File: src/rtl/div_pkg.sv
// Shared definitions for the sequential restoring divider.
//   state_t      : FSM encoding (IDLE, RUN, DONE)
//   cnt_width()  : iteration-counter width for a given operand width
//   CNT_W        : counter width for the default 4-bit configuration
package div_pkg;

  typedef enum logic [1:0] {
    IDLE = 2'd0,
    RUN  = 2'd1,
    DONE = 2'd2
  } state_t;

  localparam int DEFAULT_WIDTH = 4;

  // The counter runs WIDTH-1 down to 0, so $clog2(WIDTH) bits suffice.
  function automatic int cnt_width(input int w);
    return (w < 2) ? 1 : $clog2(w);
  endfunction

  localparam int CNT_W = cnt_width(DEFAULT_WIDTH);

endpackage

File: src/rtl/div_step.sv
// One combinational restoring-division iteration.
// Ports:
//   r      : partial remainder (low WIDTH bits of R)
//   q_msb  : bit shifted in from the dividend/quotient register
//   d      : divisor
//   r_next : partial remainder after the compare/subtract
//   qbit   : quotient bit produced by this iteration
module div_step #(
  parameter int WIDTH = 4
) (
  input  logic [WIDTH-1:0] r,
  input  logic             q_msb,
  input  logic [WIDTH-1:0] d,
  output logic [WIDTH-1:0] r_next,
  output logic             qbit
);

  logic [WIDTH:0] t;
  logic [WIDTH:0] diff;

  assign t    = {r, q_msb};
  assign diff = t - {1'b0, d};

  // No borrow out of the (WIDTH+1)-bit subtract means T >= D.
  assign qbit = ~diff[WIDTH];

  // The restored remainder is always below D, so it fits in WIDTH bits.
  assign r_next = qbit ? diff[WIDTH-1:0] : t[WIDTH-1:0];

endmodule

File: src/rtl/seq_divider.sv
// Multi-cycle unsigned restoring divider, one quotient bit per clock.
// Ports:
//   clk, rst     : clock, asynchronous active-high reset
//   start        : request; accepted in IDLE or DONE, ignored in RUN
//   dividend     : numerator, captured on the accepting edge
//   divisor      : denominator, captured on the accepting edge
//   busy         : high only in RUN
//   done         : one-cycle pulse (the DONE state)
//   quotient     : result, held until replaced by the next result
//   remainder    : result, held until replaced by the next result
//   div_by_zero  : set with done when the divisor was 0
//   dbg_state    : current FSM state, for observation
//
// Handshake: start is a level sampled on each rising edge; it is consumed
// on any edge where the block is not in RUN. done marks the cycle in which
// quotient/remainder/div_by_zero first show the new result.
module seq_divider
  import div_pkg::*;
#(
  parameter int WIDTH = 4
) (
  input  logic             clk,
  input  logic             rst,
  input  logic             start,
  input  logic [WIDTH-1:0] dividend,
  input  logic [WIDTH-1:0] divisor,
  output logic             busy,
  output logic             done,
  output logic [WIDTH-1:0] quotient,
  output logic [WIDTH-1:0] remainder,
  output logic             div_by_zero,
  output state_t           dbg_state
);

  localparam int CW = cnt_width(WIDTH);

  state_t           state;
  state_t           state_nxt;
  logic [WIDTH-1:0] d_reg;
  logic [WIDTH-1:0] q_reg;
  // R is conceptually WIDTH+1 bits, but after each restoring step its top
  // bit is zero, so only the low WIDTH bits are stored.
  logic [WIDTH-1:0] r_reg;
  logic [CW-1:0]    cnt;

  logic             accept;
  logic [WIDTH-1:0] r_step;
  logic             qbit;
  logic [WIDTH-1:0] q_step;

  assign accept = start && (state != RUN);

  div_step #(.WIDTH(WIDTH)) u_step (
    .r      (r_reg),
    .q_msb  (q_reg[WIDTH-1]),
    .d      (d_reg),
    .r_next (r_step),
    .qbit   (qbit)
  );

  assign q_step = {q_reg[WIDTH-2:0], qbit};

  always_ff @(posedge clk or posedge rst) begin
    if (rst) begin
      state <= IDLE;
    end else begin
      state <= state_nxt;
    end
  end

  always_comb begin
    state_nxt = state;
    case (state)
      IDLE: begin
        if (accept) state_nxt = (divisor == '0) ? DONE : RUN;
      end
      RUN: begin
        if (cnt == '0) state_nxt = DONE;
      end
      DONE: begin
        // A start here chains directly into the next operation.
        if (accept) state_nxt = (divisor == '0) ? DONE : RUN;
        else        state_nxt = IDLE;
      end
      default: state_nxt = IDLE;
    endcase
  end

  always_ff @(posedge clk or posedge rst) begin
    if (rst) begin
      d_reg       <= '0;
      q_reg       <= '0;
      r_reg       <= '0;
      cnt         <= '0;
      quotient    <= '0;
      remainder   <= '0;
      div_by_zero <= 1'b0;
    end else if (accept) begin
      d_reg       <= divisor;
      q_reg       <= dividend;
      r_reg       <= '0;
      cnt         <= CW'(WIDTH - 1);
      div_by_zero <= (divisor == '0);
      if (divisor == '0) begin
        quotient  <= '1;
        remainder <= dividend;
      end
    end else if (state == RUN) begin
      r_reg <= r_step;
      q_reg <= q_step;
      cnt   <= cnt - 1'b1;
      if (cnt == '0) begin
        quotient  <= q_step;
        remainder <= r_step;
      end
    end
  end

  // Decoded straight from the state register: no input-to-output path.
  assign busy      = (state == RUN);
  assign done      = (state == DONE);
  assign dbg_state = state;

endmodule

File: config.mk
export PLATFORM = sky130hd
export DESIGN_NAME = seq_divider
export DESIGN_NICKNAME = d
export VERILOG_FILES = /design/src/rtl/div_pkg.sv /design/src/rtl/div_step.sv /design/src/rtl/seq_divider.sv
export SDC_FILE = /design/constraint.sdc
export NUM_CORES = 1
export LEC_CHECK = 0
export CAP_MARGIN = 5
export CORE_AREA = 2 2 55 57
export CTS_CLUSTER_SIZE = 25
export DETAILED_ROUTE_END_ITERATION = 8
export DIE_AREA = 0 0 57 59
export PLACE_DENSITY = 0.83
export SYNTH_ARGS = -nofsm -noshare
export SYNTH_HDL_FRONTEND = slang
export SYNTH_SLANG_ARGS = --single-unit
File: constraint.sdc
create_clock -name clk -period 2.94 [get_ports clk]
set_input_delay 0.294 -clock clk [delete_from_list [all_inputs] [get_ports clk]]
set_output_delay 0.294 -clock clk [all_outputs]
set_load 0.005 [all_outputs]
==> run metrics, run 1 <==
Pre-antenna DRT Iters=4; Placed Area=about 0.0016 mm²; HPWL after detailed placement=about 2100 µm; Register-to-Register Path Depth=8; cell area after synthesis=0.00135 mm²; CTS buffer count=3; Final Routed Wirelength=2790 µm; worst slack at placement=0.702 ns; GRT busiest layer=met2; Net Sw Frac=42.2%; Synthesis Warnings=0; crit path capture=remainder[2]; gr usage total=18.3%; Die W=57 µm; RSZ-0062 raised after global routing=no; CTS Buffer Depth=2; drt first-iter violations=24; R2R setup slack=0.67 ns; HP Class=in -> async; Initial Util=between 40% and 50%; filler cell count=231; NumNets Final=176; sequential cell area fraction in the yosys report=between 40% and 50%; GRT Residual Overflow=0; Tcrit/Tclk final=77.2%; asr flop ratio synth=100%; status=complete, no violations; Rel. slew slack=about two fifths; Seq pwr share=34.2%; PwrDens=1150 mW/mm²; antenna violations before repair=0; Max VDD drop=648 µV; Routability Congestion=0.855; Setup TNS Final=0 ns; crit path kind=reg -> reg; CTS tree=done; Post-Syn Nets=152; max_cap viols=0; minimum clock period=2.27 ns; layout cell share with drive strength beyond 1=6.96%; crit path capture type=flip-flop; H-tree depth=1; Clk pwr share=around 8.4%; Finished Layout Cells=189; final setup violating endpoints=0; CTS clk-pin slew, worst paths=0.13 ns; final setup margin=0.670 ns; Worst-Margin Slew=0.925 ns; most common cell after layout, fill and taps aside=dfrtp_1; via count of the first global-routing pass=1070; row cnt=19; CP arrival=about 2.5 ns; DRC violations left=0; largest net degree at the start of global routing=26; Final Instance Area=0.00162 mm²; Synth cell types=37; dominant synthesized flop cell=dfrtp_1; Via Count=between 1000 and 1500; leak pwr=~0.7 nW; post-DR wirelength/cell=14.7 µm; Req. time, crit path=3.15 ns; full die area=approximately 0.0034 mm²; post-CTS setup buffer count=0; Reg2Reg Launch Point=q_reg[3]; ANT cells=0; first-pass GRT wire length=4820 µm; Final ANT Viol Nets=0; GR met1 Demand/Resource=23.9%; Post-synth EDFFs=0; Slew Viols, Final=0; core area=0.00271 mm²; Cells after Synth=135; Port Buffers=23; Root Buffer=clkbuf_4; Post-CTS Hold Buffers=0; crit-path max FO=5; Layout area overhead=20.2%; r2r endpoint=remainder[2]; #FFs+latches synth=25; met3 Use GR=about 2.6%; Syn Area/Cell=9.98 µm²; critical path launch point=q_reg[3]; Die H=59 µm; post-DR vias/cell=5.58; clock latency at the later pin of the worst-skew pair=between 0.3 and 0.4 ns; power share of the combinational group=57.4%; met2 Track Usage GR=31.0%; Psw=0.786 mW; I/O pins=24; Max Fclk=0.440 GHz; commonest cells after routing, fill and taps aside=dfrtp_1 (25), clkdlybuf4s50_1 (23), nand2_1 (20); Critical Path Source Type=flip-flop; Clock Sinks=25; Cell Int Power=1.08 mW; clock skew=0.00249 ns; # resized after CTS=0; Final Hold Fails=0; Placed Instances=185
## worst max-delay path: stages (launching register included)
cell	delay [ns]
dfrtp_1	0.42
inv_1	0.06
ha_1	0.20
fa_1	0.40
nand2b_2	0.21
a21oi_4	0.25
xor2_4	0.22
mux2i_1	0.29
a211oi_2	0.10
## cell usage after synthesis, drive strengths merged (2+ instances only)
library cell / number / area share [%]
nand2b: 7 / 3.4
a21oi: 6 / 3.1
dfrtp: 25 / 46
a31oi: 2 / 0.93
a21o: 2 / 1.1
buf: 4 / 1.9
o21ai: 12 / 4.5
ha: 5 / 4.6
mux2i: 5 / 3.7
and2: 3 / 1.4
xor2: 2 / 2.7
o211ai: 2 / 1.1
nor4: 2 / 2.0
nand3: 2 / 0.74
inv: 9 / 2.5
a211o: 2 / 1.3
a41oi: 2 / 1.3
o22a: 4 / 2.6
nand2: 20 / 5.6
nor2: 9 / 2.7
## power groups by stage
stage | registers (mW) | logic [mW] | clock network, mW
after global placement | 0.632 | 1.03 | 0
after detailed placement | 0.645 | 1.06 | 0
after floorplan | 0.602 | 0.775 | 0
after CTS | 0.638 | 1.07 | 0.154
final | 0.637 | 1.07 | 0.156
after global routing | 0.662 | 1.19 | 0.172
## per-layer routing
metal | part of all wire (%) | vias up
li1 | - | 516
met1 | 45 | 495
met2 | 48 | 37
met3 | 5.7 | 7
met4 | 1.8 | 0
met5 | 0 | -
## metrics by stage
stage | power, mW | utilization, % | hold slack, ns
after floorplan | 1.38 | - | 0.321
after global placement | 1.66 | 58.8 | 0.459
after detailed placement | 1.71 | 58.8 | 0.480
after CTS | 1.87 | 59.8 | 0.492
after global routing | 2.03 | 59.8 | 0.524
final | 1.86 | 59.8 | 0.457
## cell families (layout without fill, tap and decap cells)
| logic type | after synthesis | count (layout) | share of synthesized area [%] |
|---|---|---|---|
| AOI/OAI and AO/OA | 34 | 34 | 17.5 |
| xor gates and xnor gates | 3 | 3 | 3.34 |
| adders and majority gates | 6 | 6 | 6.13 |
| buffers and inverters | 15 | 38 | 5.11 |
| DFF | 25 | 25 | 46.4 |
| muxes | 5 | 5 | 3.71 |
| and+or+nand+nor | 47 | 47 | 17.8 |
## area by class of cell
cell class / instances / area, µm² / share of cell area [%]
Tap cell: 31 / 38.8 / 2.39
Multi-Input combinational cell: 95 / 653 / 40.3
Inverter: 10 / 38.8 / 2.39
Clock buffer: 4 / 26.3 / 1.62
Timing Repair Buffer: 24 / 238 / 14.7
Sequential cell: 25 / 626 / 38.6
## worst min-delay path by stage
stage / end / cells past startpoint / from / slack (ns)
after detailed placement: quotient[2] / 1 / quotient[2] / 0.48
final: r_reg[3] / 2 / rst / 0.46
after floorplan: cnt[0] / 1 / rst / 0.32
after global routing: cnt[0] / 1 / cnt[0] / 0.52
after global placement: cnt[0] / 1 / cnt[0] / 0.46
after CTS: cnt[1] / 2 / rst / 0.49
Power figures use the tool's default switching activity.
==> inputs of run 2 (changes only) <==
==> constraint.sdc (replaced) <==
create_clock -name clk -period 2.21 [get_ports clk]
set_input_delay 0.221 -clock clk [delete_from_list [all_inputs] [get_ports clk]]
set_output_delay 0.221 -clock clk [all_outputs]
set_load 0.005 [all_outputs]
==> run metrics, run 2 (synthesis results as in run 1) <==
status=complete, no violations; most common cell after layout, fill and taps aside=dfrtp_1; GRT Residual Overflow=0; crit path capture type=flip-flop; Worst path slowest cell=dfrtp_1; minimum clock period=2.08 ns; via count of the first global-routing pass=1123; ANT cells=0; Final Hold Fails=0; first-pass GRT wire length=approximately 5000 µm; critical path cell sequence=inv_1 > ha_1 > fa_2 > nand2b_2 > a21oi_4 > xor2_4 > buf_4 > nand2b_1 > a31oi_1; Routability Congestion=0.837; post-DR wirelength/cell=14.9 µm; PwrDens=1580 mW/mm²; Port Buffers=23; post-DR vias/cell=around 5.5; Die H=59 µm; CTS buffer count=3; Clock Sinks=25; commonest cells after routing, fill and taps aside=dfrtp_1 (25), clkdlybuf4s50_1 (23), nand2_1 (20); clock latency at the later pin of the worst-skew pair=0.32 ns; Via Count=1077; RSZ-0062 raised after global routing=no; power share of the combinational group=60.2%; CTS clk-pin slew, worst paths=0.13 ns; Cell Int Power=1.55 mW; Max VDD drop=1020 µV; CTS tree=done; Psw=1.09 mW; Post-CTS Hold Buffers=0; Clk pwr share=7.7%; Tcrit/Tclk final=94.2%; Layout area overhead=24.1%; HPWL after detailed placement=2200 µm; Finished Core Util=61.7%; clock skew=0.00690 ns; Seq pwr share=32.1%; Critical Path Source Type=flip-flop; Final ANT Viol Nets=0; largest net degree at the start of global routing=26; Setup TNS Final=0 ns; DRC violations left=0; HP Class=in -> async; Slew Viols, Final=0; full die area=0.00336 mm²; NumNets Final=~180; gr usage total=19.1%; layout cell share with drive strength beyond 1=12.2%; max_cap viols=0; Root Buffer=clkbuf_4; core area=0.00271 mm²; Worst-Margin Slew=0.415 ns; Net Sw Frac=41.3%; Pwr Total=2.64 mW; antenna violations before repair=0; Final Routed Wirelength=slightly below 3000 µm; Die W=approximately 57 µm; final setup violating endpoints=0; R2R setup slack=0.13 ns; drt first-iter violations=28; Initial Util=about half; Max Fclk=~0.48 GHz; Pre-antenna DRT Iters=4; H-tree depth=1; CTS Buffer Depth=2; I/O pins=24; Req. time, crit path=2.43 ns; CP arrival=about 2.3 ns; crit-path max FO=4; row cnt=19; leak pwr=0.747 nW; Rel. slew slack=between 70 and 80%; crit path kind=reg -> reg; CP max stage delay=0.39 ns
## run 2: worst paths after layout
check / endpoint / depth (start not counted) / startpoint
worst max register to register: r_reg[3] / 9 / q_reg[3]
min in group clk: cnt[0] / 1 / cnt[0]
worst min-delay path: d_reg[0] / 3 / rst
max in group asynchronous: d_reg[1] / 3 / rst
worst min register to register: cnt[0] / 1 / cnt[0]
worst max-delay path: r_reg[3] / 9 / q_reg[3]
## run 2: per-layer routing
layer  vias to the layer above  routed length (µm)  track usage [%]
met5                         -                   0                0
met2                        28                1430             32.8
li1                        523                   -                -
met4                         0                  73             7.31
met3                         9                 113             2.40
met1                       517                1290             24.9
## run 2: power groups by stage
stage	registers (mW)	clock network, mW	logic, mW
after detailed placement	0.853	0	1.52
after floorplan	0.801	0	1.03
final	0.847	0.203	1.59
after global routing	0.878	0.230	1.76
after global placement	0.843	0	1.46
after CTS	0.845	0.213	1.54
## run 2: what timing repair did
action | in CTS | in global routing
endpoints found under the setup margin | 0 | 4
gates resized for setup | 0 | 2
setup buffers | 0 | 1
## run 2: cell type report
cell class	count	area (µm²)
fillers	228	1040
multi-input cells	95	659
flip-flops and latches	25	626
repair buffers	30	283
inverters	10	38.8
well taps	31	38.8
clock buffers	3	22.5
clock inverters	1	5.00
## run 2: stage by stage
step | worst slack [ns] | instances | hold slack, ns | instance area, µm²
after floorplan | 0.145 | 135 | 0.248 | 1350
after global placement | 0.163 | 190 | 0.461 | 1630
after detailed placement | 0.0946 | 190 | 0.466 | 1630
after CTS | 0.0647 | 194 | 0.234 | 1660
after global routing | 0.00802 | 195 | 0.281 | 1670
final | 0.129 | 195 | 0.234 | 1670
## run 2: critical path: cells and delay by family, from the launching register on
kind            cells  cell delay (ns)
compound gates      2             0.31
xor+xnor            1             0.18
simple gates        2             0.34
buf+inv             2             0.20
flops               1             0.39
fa+ha+maj           2             0.55
==> inputs of run 3 (changes only) <==
--- a/config.mk
+++ b/config.mk
@@ -10,6 +10,7 @@
 export CTS_CLUSTER_SIZE = 25
 export DETAILED_ROUTE_END_ITERATION = 8
 export DIE_AREA = 0 0 57 59
+export MAX_ROUTING_LAYER = met4
 export PLACE_DENSITY = 0.83
 export SYNTH_ARGS = -nofsm -noshare
 export SYNTH_HDL_FRONTEND = slang
==> run metrics, run 3 (synthesis results as in run 1) <==
Max VDD drop=1020 µV; CTS tree=done; Slew Viols, Final=0; critical path cell sequence=inv_1 > ha_1 > fa_2 > nand2b_2 > a21oi_4 > xor2_4 > buf_4 > nand2b_1 > a31oi_1; drt first-iter violations=23; Cell Int Power=roughly 1.5 mW; Layout area overhead=24.1%; I/O pins=24; Final Hold Fails=0; Clock Sinks=25; CTS clk-pin slew, worst paths=0.13 ns; Worst path slowest cell=dfrtp_1; full die area=0.00336 mm²; Worst-Margin Slew=between 0.4 and 0.5 ns; Register-to-Register Path Depth=9; Tcrit/Tclk final=93.9%; crit-path max FO=4; clock latency at the later pin of the worst-skew pair=0.32 ns; post-DR vias/cell=between 5 and 6; final setup violating endpoints=0; core area=0.00271 mm²; RSZ-0062 raised after global routing=no; Placed Instances=190; GRT Residual Overflow=0; clock skew=0.00533 ns; Initial Util=49.7%; HPWL after detailed placement=~2200 µm; crit path kind=reg -> reg; Seq pwr share=between 30% and 40%; max_cap viols=0; commonest cells after routing, fill and taps aside=dfrtp_1 (25), clkdlybuf4s50_1 (23), nand2_1 (20); Rel. slew slack=between 70% and 80%; Routability Congestion=0.850; Final ANT Viol Nets=0; WP depth=9; Max Fclk=0.482 GHz; critical path's top delay family=adder cells; status=complete, no violations; Die W=57 µm; HP Class=in -> async; Net Sw Frac=41.3%; Via Count=1087; via count of the first global-routing pass=around 1100; Clk pwr share=7.6%; PwrDens=1580 mW/mm²; power share of the combinational group=60.3%; post-DR wirelength/cell=15.0 µm; leak pwr=0.747 nW; first-pass GRT wire length=5050 µm; Req. time, crit path=2.43 ns; Final Routed Wirelength=2920 µm; CTS buffer count=3; crit path capture type=flip-flop; DRC violations left=0; CTS Buffer Depth=2; Setup TNS Final=0 ns; ANT cells=0; NumNets Final=182; minimum clock period=2.08 ns; antenna violations before repair=0; gr usage total=19.7%; row cnt=19; Post-CTS Hold Buffers=0; Pre-antenna DRT Iters=4; most common cell after layout, fill and taps aside=dfrtp_1; final setup margin=0.134 ns; CP max stage delay=0.39 ns; Critical Path Source Type=flip-flop; H-tree depth=1; Psw=1.09 mW; Port Buffers=23; CP arrival=between 2 and 2.5 ns; largest net degree at the start of global routing=26; Worst Path Buf+Inv=2; layout cell share with drive strength beyond 1=12.2%; worst slack at placement=approximately 0.095 ns; Finished Layout Cells=195; Die H=just under 60 µm; Root Buffer=clkbuf_4
==> run 3: cell counts in the layout (fill, tap and decap cells not counted) <==
Identical to the previous run, type by type.
==> run 3: per-stage QoR <==
step	power, mW	hold WS, ns	utilization (%)	cell area [µm²]
finish	2.64	0.235	61.7	1670
global route	2.87	0.277	61.7	1670
CTS	2.60	0.234	61.2	1660
detailed placement	2.38	0.466	60.2	1630
global placement	2.30	0.461	60.2	1630
floorplan	1.83	0.248	-	1350
==> run 3: power by group through the flow <==
stage	logic (mW)	clock network [mW]	registers (mW)
after CTS	1.54	0.213	0.845
after floorplan	1.03	0	0.801
after global placement	1.46	0	0.843
final	1.59	0.200	0.846
after detailed placement	1.52	0	0.853
after global routing	1.76	0.231	0.878
==> run 3: final cells by class <==
class                      instances  area (µm²)
fill                             228        1040
multi-input combinational         95         659
sequential                        25         626
timing repair buffer              30         283
inverter                          10        38.8
tap                               31        38.8
clock buffer                       3        22.5
clock inverter                     1        5.00
==> run 3: what timing repair did <==
action                     4_1_cts  5_1_grt
buffers inserted                 0        1
resized for setup                0        2
setup endpoints to repair        0        4
==> run 3: metal layers <==
layer	vias up	wire, µm	global-route usage, %
li1	520	-	-
met2	27	1470	32.7
met1	532	1300	25.3
met3	8	88	2.18
met5	-	0	-
met4	0	59	7.31
==> run 3: worst paths after layout <==
| kind | startpoint | endpoint | slack (ns) |
|---|---|---|---|
| max | q_reg[3] | r_reg[3] | 0.13 |
| min | rst | q_reg[2] | 0.24 |
| max reg2reg | q_reg[3] | r_reg[3] | 0.13 |
| min reg2reg | cnt[0] | cnt[0] | 0.48 |
| max in group asynchronous | rst | d_reg[3] | 1.74 |
| min in group clk | cnt[0] | cnt[0] | 0.48 |
==> run 3: worst register-to-register path, delay by kind of cell, from the launching register on <==
family                     cells  cell delay (ns)
and+or+nand+nor                2             0.34
xor gates and xnor gates       1             0.18
AOI/OAI and AO/OA              2             0.31
buffers and inverters          2             0.20
adders and majority gates      2             0.55
DFF                            1             0.39
